## config.mk

```make
export PLATFORM = sky130hd
export DESIGN_NAME = spectrogram_frame_receiver
export DESIGN_NICKNAME = d
export VERILOG_FILES = /design/src/rtl/spectrogram_frame_receiver.sv
export SDC_FILE = /design/constraint.sdc
export NUM_CORES = 1
export LEC_CHECK = 0
export CORE_ASPECT_RATIO = 1.4
export CORE_MARGIN = 8
export CORE_UTILIZATION = 29
export CTS_CLUSTER_SIZE = 12
export DETAILED_ROUTE_END_ITERATION = 8
export GPL_TIMING_DRIVEN = 0
export HOLD_SLACK_MARGIN = 0.06
export SLEW_MARGIN = 40
export SYNTH_ARGS = -nofsm -noshare
export SYNTH_HDL_FRONTEND = slang
export SYNTH_SLANG_ARGS = --single-unit
```

## constraint.sdc

```tcl
create_clock -name clk -period 8.7 [get_ports clk]
set_input_delay 1.305 -clock clk [delete_from_list [all_inputs] [get_ports clk]]
set_output_delay 1.305 -clock clk [all_outputs]
set_load 0.03 [all_outputs]
```

## src/rtl/spectrogram_frame_receiver.sv

```systemverilog
// Receive end of the channel-scan serial link: deserializes sl-framed 16-word
// frames (RTC + 15 channels), presents each word as it completes and keeps a readable bank.
module spectrogram_frame_receiver #(
  parameter int WORD_W    = 12,
  parameter int NUM_WORDS = 16,
  parameter int CH_W      = 4
) (
  input  logic              clk,
  input  logic              reset,
  input  logic              sl_in,
  input  logic              sdata_in,
  input  logic              frame_rst_in,
  input  logic [CH_W-1:0]   rd_ch,
  output logic [WORD_W-1:0] rd_data,
  output logic [WORD_W-1:0] word_data,
  output logic [CH_W-1:0]   word_ch,
  output logic              word_valid,
  output logic              frame_done,
  output logic              frame_err,
  output logic [7:0]        frame_cnt
);

  localparam int BIT_W = $clog2(WORD_W + 1);
  localparam int CNT_W = $clog2(NUM_WORDS + 1);
  localparam logic [BIT_W-1:0] LAST_BIT = BIT_W'(WORD_W - 1);
  localparam logic [CNT_W-1:0] FULL_CNT = CNT_W'(NUM_WORDS);

  typedef enum logic {
    IDLE,
    SHIFT
  } state_t;

  state_t            state, state_nxt;
  logic [BIT_W-1:0]  bit_cnt;
  logic [CNT_W-1:0]  ch_cnt;       // one bit wider than CH_W so it can hold NUM_WORDS
  logic [WORD_W-1:0] shift_reg;
  logic [WORD_W-1:0] shift_nxt;
  logic [WORD_W-1:0] bank [NUM_WORDS];

  logic start_word;   // sl accepted: this cycle carries the MSB of a new word
  logic shift_bit;    // continuation bit of the word in progress
  logic word_end;     // this cycle carries the LSB
  logic early_sl;     // sl arrived before the word in progress finished
  logic frame_end;    // frame_rst accepted

  assign shift_nxt = {shift_reg[WORD_W-2:0], sdata_in};
  assign rd_data   = bank[rd_ch];

  always_ff @(posedge clk or posedge reset) begin
    if (reset) state <= IDLE;
    else       state <= state_nxt;
  end

  // NOTE: every output of this block gets a default first so no path leaves it
  // unassigned; otherwise synthesis would infer latches to hold old values.
  always_comb begin
    state_nxt  = state;
    start_word = 1'b0;
    shift_bit  = 1'b0;
    word_end   = 1'b0;
    early_sl   = 1'b0;
    frame_end  = 1'b0;
    if (frame_rst_in) begin
      frame_end = 1'b1;
      state_nxt = IDLE;
    end else begin
      case (state)
        IDLE: begin
          if (sl_in) begin
            start_word = 1'b1;
            state_nxt  = SHIFT;
          end
        end
        SHIFT: begin
          if (sl_in) begin
            // The partial word is dropped; this cycle restarts at the same channel.
            start_word = 1'b1;
            early_sl   = 1'b1;
          end else begin
            shift_bit = 1'b1;
            if (bit_cnt == LAST_BIT) begin
              word_end  = 1'b1;
              state_nxt = IDLE;
            end
          end
        end
        default: state_nxt = IDLE;
      endcase
    end
  end

  // NOTE: sequential state uses non-blocking assignments so every register
  // samples the pre-edge values, independent of statement order.
  always_ff @(posedge clk or posedge reset) begin
    if (reset) begin
      bit_cnt    <= '0;
      ch_cnt     <= '0;
      shift_reg  <= '0;
      word_data  <= '0;
      word_ch    <= '0;
      word_valid <= 1'b0;
      frame_done <= 1'b0;
      frame_err  <= 1'b0;
      frame_cnt  <= '0;
      // NOTE: the bank is built from flops with a reset so it reads back as
      // zero after reset; a RAM macro could not be cleared this way.
      for (int i = 0; i < NUM_WORDS; i++) bank[i] <= '0;
    end else begin
      word_valid <= 1'b0;
      frame_done <= 1'b0;
      frame_err  <= 1'b0;

      if (start_word) begin
        shift_reg <= shift_nxt;
        bit_cnt   <= BIT_W'(1);
      end else if (shift_bit) begin
        shift_reg <= shift_nxt;
        bit_cnt   <= word_end ? '0 : bit_cnt + BIT_W'(1);
      end

      if (early_sl) frame_err <= 1'b1;

      if (word_end) begin
        if (ch_cnt < FULL_CNT) begin
          word_valid                 <= 1'b1;
          word_data                  <= shift_nxt;
          word_ch                    <= ch_cnt[CH_W-1:0];
          bank[ch_cnt[CH_W-1:0]]     <= shift_nxt;
          ch_cnt                     <= ch_cnt + CNT_W'(1);
        end else begin
          // A word beyond NUM_WORDS is received but neither stored nor shown.
          frame_err <= 1'b1;
        end
      end

      if (frame_end) begin
        ch_cnt  <= '0;
        bit_cnt <= '0;
        if (state == IDLE && ch_cnt == FULL_CNT) begin
          frame_done <= 1'b1;
          frame_cnt  <= frame_cnt + 8'd1;
        end else begin
          frame_err <= 1'b1;
        end
      end
    end
  end

endmodule

```

==> reports/results.ini, run 1 <==
[sta]
max_slew.worst_pin.slew_ns=0.837
fin_crit_ns=5.73
grt_setup_unrepaired=false
setup_tns_ns=0
post-route-period-util=0.658
slew_viol_final=0
timing.fmax_mhz=175
finalHoldViolCount=0
slew-limit-headroom=0.442
setup_viol=0
final.setup_skew_ns=0.0120

[finish]
syn2layout_area_growth_pct=18.3
final_layout_size_suffix_gt1_frac=0.453
final_common_cell=dfrtp_1
largest_reg_flops=192
layout.nets=797
final_cell_mix=dfrtp_1 (240), mux2_2 (180), mux4_2 (48), clkdlybuf4s50_1 (46), mux2_4 (40)
diodes=0
nFillCells=3605

[detailed_routing]
drc=0
antenna_left=0
vias_per_cell=4.84
routed_wirelength_um=25900
first_pass_iters=4
num_vias=6166
drt-initial-drc-count=261
post_drt_wl_per_cell_um=20.4

[worst_setup_path]
end_kind=output pin
start_kind=input port
cp_max_fo=10
path_class=input port to output pin
required_ns=7.39
cp_data_arrival_time_ns=4.42

[pwr]
p_per_area_mw_per_mm2=191
leakage_nw=6.00
p_int_mw=1.84
power.switching_mw=0.648
p_comb_frac=0.097
power.share.switching=0.260
seq_power_share=0.461
p_clk_frac=0.441
p_total_mw=2.49
irDropWorstVdd_mv=0.103

[global_route]
gr-usage-met2=0.199
met1_usage=0.149
grt_usage=0.118
grt_max_degree=74
top_usage_layer=met2
antenna_found_initial=0
use_met3=0.0193
grt_pass1_wl_um=41200
grt_pass1_vias=6844
grt_remaining_overflow=0

[floorplan]
ios=48
die_area_mm2=0.0446
dieWidth_um=181
coreArea_mm2=0.0375
start_util=0.294
fp.dieH_um=247
row_count=84

[clock_network]
clock-root-buffer=clkbuf_16
cts_htree_levels=1
hold_buffers=0
clkTransAtPathRegs_ns=0.06
clk_latency_ns=0.53
post_cts_buffers=0
cts_tree=built
cts_resized=0
clk_path_buf_depth=3
cts-buffers-inserted=27
clock-sinks=240

[synthesis]
yosysTopAreaCell=dfrtp_1
ys_ff_latch=240
synth_area_leaders=dfrtp_1 (55%), mux2_2 (18%), mux4_2 (9.8%), mux2_4 (5.5%), a22oi_1 (1.6%)
synth_area_mm2=0.0110
synth_ff_type=dfrtp_1
synthArstFlopShare=1.00
syn_nets=719
yosys_warnings=0
synth-edff-count=0
ys_types=43
syn_inst=704
synth_top_area_share=0.545
synth-seq-area-share=0.545
syn-mean-instance-area_um2=15.6

[outcome]
status=completed

[place]
gp_congestion=0.787
dp_hpwl_um=17600
placement.io_buffers=46

[run]
drv_cap=0

[min_path]
hp-class=flip-flop to flip-flop

-- critical path, stage by stage --
cell	delay (ns)
clkdlybuf4s50_1	0.60
buf_2	0.37
buf_1	0.68
mux4_2	0.42
a22oi_1	0.25
nand2_1	0.16
clkdlybuf4s50_1	0.63
-- cells in the mapped netlist, drive strengths merged, types with 2 or more instances --
master and n:
dfrtp 240, mux2 220, mux4 48, buf 38
a22oi 24, nor2 24, clkbuf 22, nand2 21
xnor2 9, nand4 8, ha 6, inv 6
a21oi 5, nor3 5, nand3 4, nor4 3
a41oi 2, and2 2, nor2b 2, or3 2
-- per-layer routing --
metal	vias to the layer above	wire length (µm)
met5	-	0
met4	0	862
met3	48	1010
met2	109	12700
met1	3276	11400
li1	2733	-
-- final cells by class --
cell class	instances	area (µm²)	area share
tap	473	592	0.0454
multi-input combinational	398	4620	0.355
clock buffer	40	815	0.0625
clock inverter	8	50.0	0.00384
sequential	240	6010	0.461
inverter	6	30.0	0.00231
buffer	60	370	0.0284
timing repair buffer	49	543	0.0417
-- power groups by stage --
stage                     Combinational [mW]  Clock, mW  Sequential (mW)
after floorplan                        0.150          0             1.17
after global placement                 0.242          0             1.17
after detailed placement               0.251          0             1.17
after CTS                              0.252       1.13             1.15
after global routing                   0.270       1.17             1.15
final                                  0.243       1.10             1.15
-- cells by family (layout without fill, tap and decap cells) --
kind of cell / count (synthesis) / after routing / share of synthesized area
AND/OR/NAND/NOR: 79 / 79 / 0.0448
XOR/XNOR: 10 / 10 / 0.00795
adder cells (fa/ha/maj): 6 / 6 / 0.00681
buffers and inverters: 66 / 163 / 0.0353
flip-flops: 240 / 240 / 0.545
multiplexers: 269 / 269 / 0.338
AO/OA/AOI/OAI: 34 / 34 / 0.0224
-- stage by stage --
| step | area (µm²) | setup WS, ns | util | hold WS [ns] | cells |
|---|---|---|---|---|---|
| after floorplan | 11000 | 0.807 | - | 0.474 | 704 |
| after CTS | 13000 | 2.89 | 0.347 | 0.478 | 1274 |
| final | 13000 | 2.97 | 0.347 | 0.476 | 1274 |
| after detailed placement | 12200 | 2.90 | 0.324 | 0.465 | 1226 |
| after global routing | 13000 | 2.82 | 0.347 | 0.510 | 1274 |
| after global placement | 12100 | -2.36 | 0.322 | 0.466 | 1223 |
-- path summary, 6_finish.rpt --
kind,start,to,slack (ns),cells past startpoint
setup / recovery,rd_ch[1],rd_data[9],2.97,7
hold / removal,frame_cnt[7],frame_cnt[7],0.48,1
setup reg to reg,bit_cnt[0],word_ch[1],6.29,6
hold reg to reg,frame_cnt[7],frame_cnt[7],0.48,1
max in group asynchronous,reset,frame_cnt[2],6.20,5
min in group asynchronous,reset,word_data[4],1.14,2
Note: power is estimated with default switching activity, not from simulation.
==> inputs of run 2 (changes only) <==
clock period = 4.7 ns   (was 8.7 ns; I/O delays follow)
==> run 2 against run 1 <==
  * Die area unchanged
  * Sequential power up 85%
  * Non-clock buffer count up 8
  * Global-route usage up 0.22 points
  * Sequential share of layout area down 0.65 points
  * Register-to-register slack worse by 4.0 ns
  * Clock skew up 0.0049 ns
  * Sequential cell count unchanged
  * First-iteration DRC count up 51%
  * Worst setup slack worse by 2.7 ns
  * Via count down 0.13%
  * Critical path depth unchanged
  * Critical endpoint is now rd_data[8]
  * Largest cell class unchanged
==> reports/results.ini, run 2 (same netlist as run 1, synthesis figures left out) <==
[place]
placement.io_buffers=46  ; unchanged
dp_hpwl_um=18200  ; was 17600 µm
placement.cell_area_mm2=0.0124  ; was 0.0122 mm²
gp_congestion=0.763  ; was 0.787
pre_cts_slack_ns=0.124  ; was 2.90 ns

[worst_setup_path]
cp_max_fo=10  ; unchanged
end_kind=output pin  ; unchanged
path_class=input port to output pin  ; unchanged
cp_data_arrival_time_ns=3.72  ; was 4.42 ns
r2r_cells=6  ; unchanged
required_ns=3.99  ; was 7.39 ns
start_kind=input port  ; unchanged

[clock_network]
clock-root-buffer=clkbuf_16  ; unchanged
cts_resized=0  ; unchanged
hold_buffers=0  ; unchanged
cts_tree=built  ; unchanged
clk_path_buf_depth=3  ; unchanged
clock-sinks=240  ; unchanged
clk_latency_ns=0.53  ; about the same
clkTransAtPathRegs_ns=0.06  ; about the same
cts_htree_levels=1  ; unchanged
post_cts_buffers=0  ; unchanged
cts-buffers-inserted=27  ; unchanged

[finish]
final_cell_mix=dfrtp_1 (240), mux2_2 (180), mux4_2 (48), clkdlybuf4s50_1 (46), mux2_4 (40)  ; unchanged
fin_util=0.352  ; was 0.347
diodes=0  ; unchanged
final_layout_size_suffix_gt1_frac=0.455  ; was 0.453
syn2layout_area_growth_pct=20.0  ; was 18.3%
layout.nets=805  ; was 797
final_common_cell=dfrtp_1  ; unchanged
multiInputGateArea_mm2=0.00462  ; unchanged
nFillCells=3537  ; was 3605
final_area_mm2=0.0132  ; was 0.0130 mm²
largest_reg_flops=192  ; unchanged
register_area_mm2=0.00601  ; unchanged

[detailed_routing]
vias_per_cell=4.81  ; was 4.84
routed_wirelength_um=26300  ; was 25900 µm
drc=0  ; unchanged
drt-initial-drc-count=393  ; was 261
antenna_left=0  ; unchanged
first_pass_iters=4  ; unchanged
num_vias=6158  ; was 6166
post_drt_wl_per_cell_um=20.5  ; was 20.4 µm

[floorplan]
ios=48  ; unchanged
die_area_mm2=0.0446  ; unchanged
row_count=84  ; unchanged
start_util=0.294  ; unchanged
dieWidth_um=181  ; unchanged
coreArea_mm2=0.0375  ; unchanged
fp.dieH_um=247  ; unchanged

[global_route]
grt_pass1_vias=6772  ; was 6844
antenna_found_initial=0  ; unchanged
grt_remaining_overflow=0  ; unchanged
grt_usage=0.120  ; was 0.118
grt_pass1_wl_um=41700  ; was 41200 µm
grt_max_degree=25  ; was 74

[sta]
grt_setup_unrepaired=false  ; unchanged
max_slew.worst_pin.slew_ns=0.782  ; was 0.837 ns
timing.fmax_mhz=226
final.setup_skew_ns=0.0169  ; was 0.0120 ns
post-route-period-util=0.942
setup_ws_ns=0.271  ; was 2.97 ns
fin_crit_ns=4.43
slew_viol_final=0  ; unchanged
slew-limit-headroom=0.478  ; was 0.442
setup_viol=0  ; unchanged
finalHoldViolCount=0  ; unchanged

[pwr]
p_per_area_mw_per_mm2=351  ; was 191 mW/mm²
leakage_nw=6.08  ; was 6.00 nW
irDropWorstVdd_mv=0.235  ; was 0.103 mV
p_total_mw=4.63  ; was 2.49 mW

[run]
drv_cap=0  ; unchanged

[min_path]
worstHoldPathCells=1  ; unchanged
hp-class=flip-flop to flip-flop  ; unchanged

[outcome]
status=completed  ; unchanged

[run 2: cell count changes in the layout (fill, tap and decap cells not counted), sizes merged]
cell | previous run | this run
buf | 41 | 48
clkinv | 6 | 3
clkbuf | 62 | 65
bufinv | 0 | 1
inv | 7 | 5
[run 2: routing by layer]
layer  vias to the layer above  global-route usage  part of all wire
li1                       2761                   -                 -
met1                      3236               0.156              0.45
met2                       119               0.200              0.49
met3                        42              0.0171             0.032
met4                         0              0.0485             0.033
met5                         -                   0                 0
[run 2: final timing paths]
kind                               from            to  slack (ns)
setup / recovery               rd_ch[1]    rd_data[8]        0.27
hold / removal             frame_cnt[6]  frame_cnt[6]        0.49
setup reg to reg             bit_cnt[0]  word_data[2]        2.33
hold reg to reg            frame_cnt[6]  frame_cnt[6]        0.49
max in group asynchronous         reset     bank[157]        3.08
min in group asynchronous         reset  word_data[4]        0.58
[run 2: worst max-delay path, cell delays in order]
cell	delay, ns
clkdlybuf4s50_1	0.59
buf_2	0.37
buf_1	0.64
mux4_2	0.44
a22oi_1	0.19
nand2_1	0.15
clkdlybuf4s50_1	0.63
[run 2: where the power goes]
group,switching [mW],internal (mW)
sequential,0.0226,2.11
clock,0.805,1.23
combinational,0.341,0.129
total,1.17,3.46
[run 2: per-stage QoR]
stage	hold slack, ns	setup TNS [ns]	cells
global route	0.496	0	1280
CTS	0.485	0	1280
detailed placement	0.469	0	1234
floorplan	0.474	0	704
finish	0.489	0	1280
global placement	0.467	-237.63	1223
[run 2: area by class of cell]
| class | instances | area share |
|---|---|---|
| repair buffers | 57 | 0.0561 |
| well taps | 473 | 0.0448 |
| inverters | 6 | 0.00199 |
| clock inverters | 4 | 0.00341 |
| clock buffers | 42 | 0.0615 |
| plain buffers | 60 | 0.0281 |
| flip-flops and latches | 240 | 0.455 |
| multi-input cells | 398 | 0.350 |
==> inputs of run 3 (changes only) <==
CAP_MARGIN = 20   (was not set)
==> results of run 3 <==
Same layout as run 2: the final DEF is identical, and so are final timing and power.
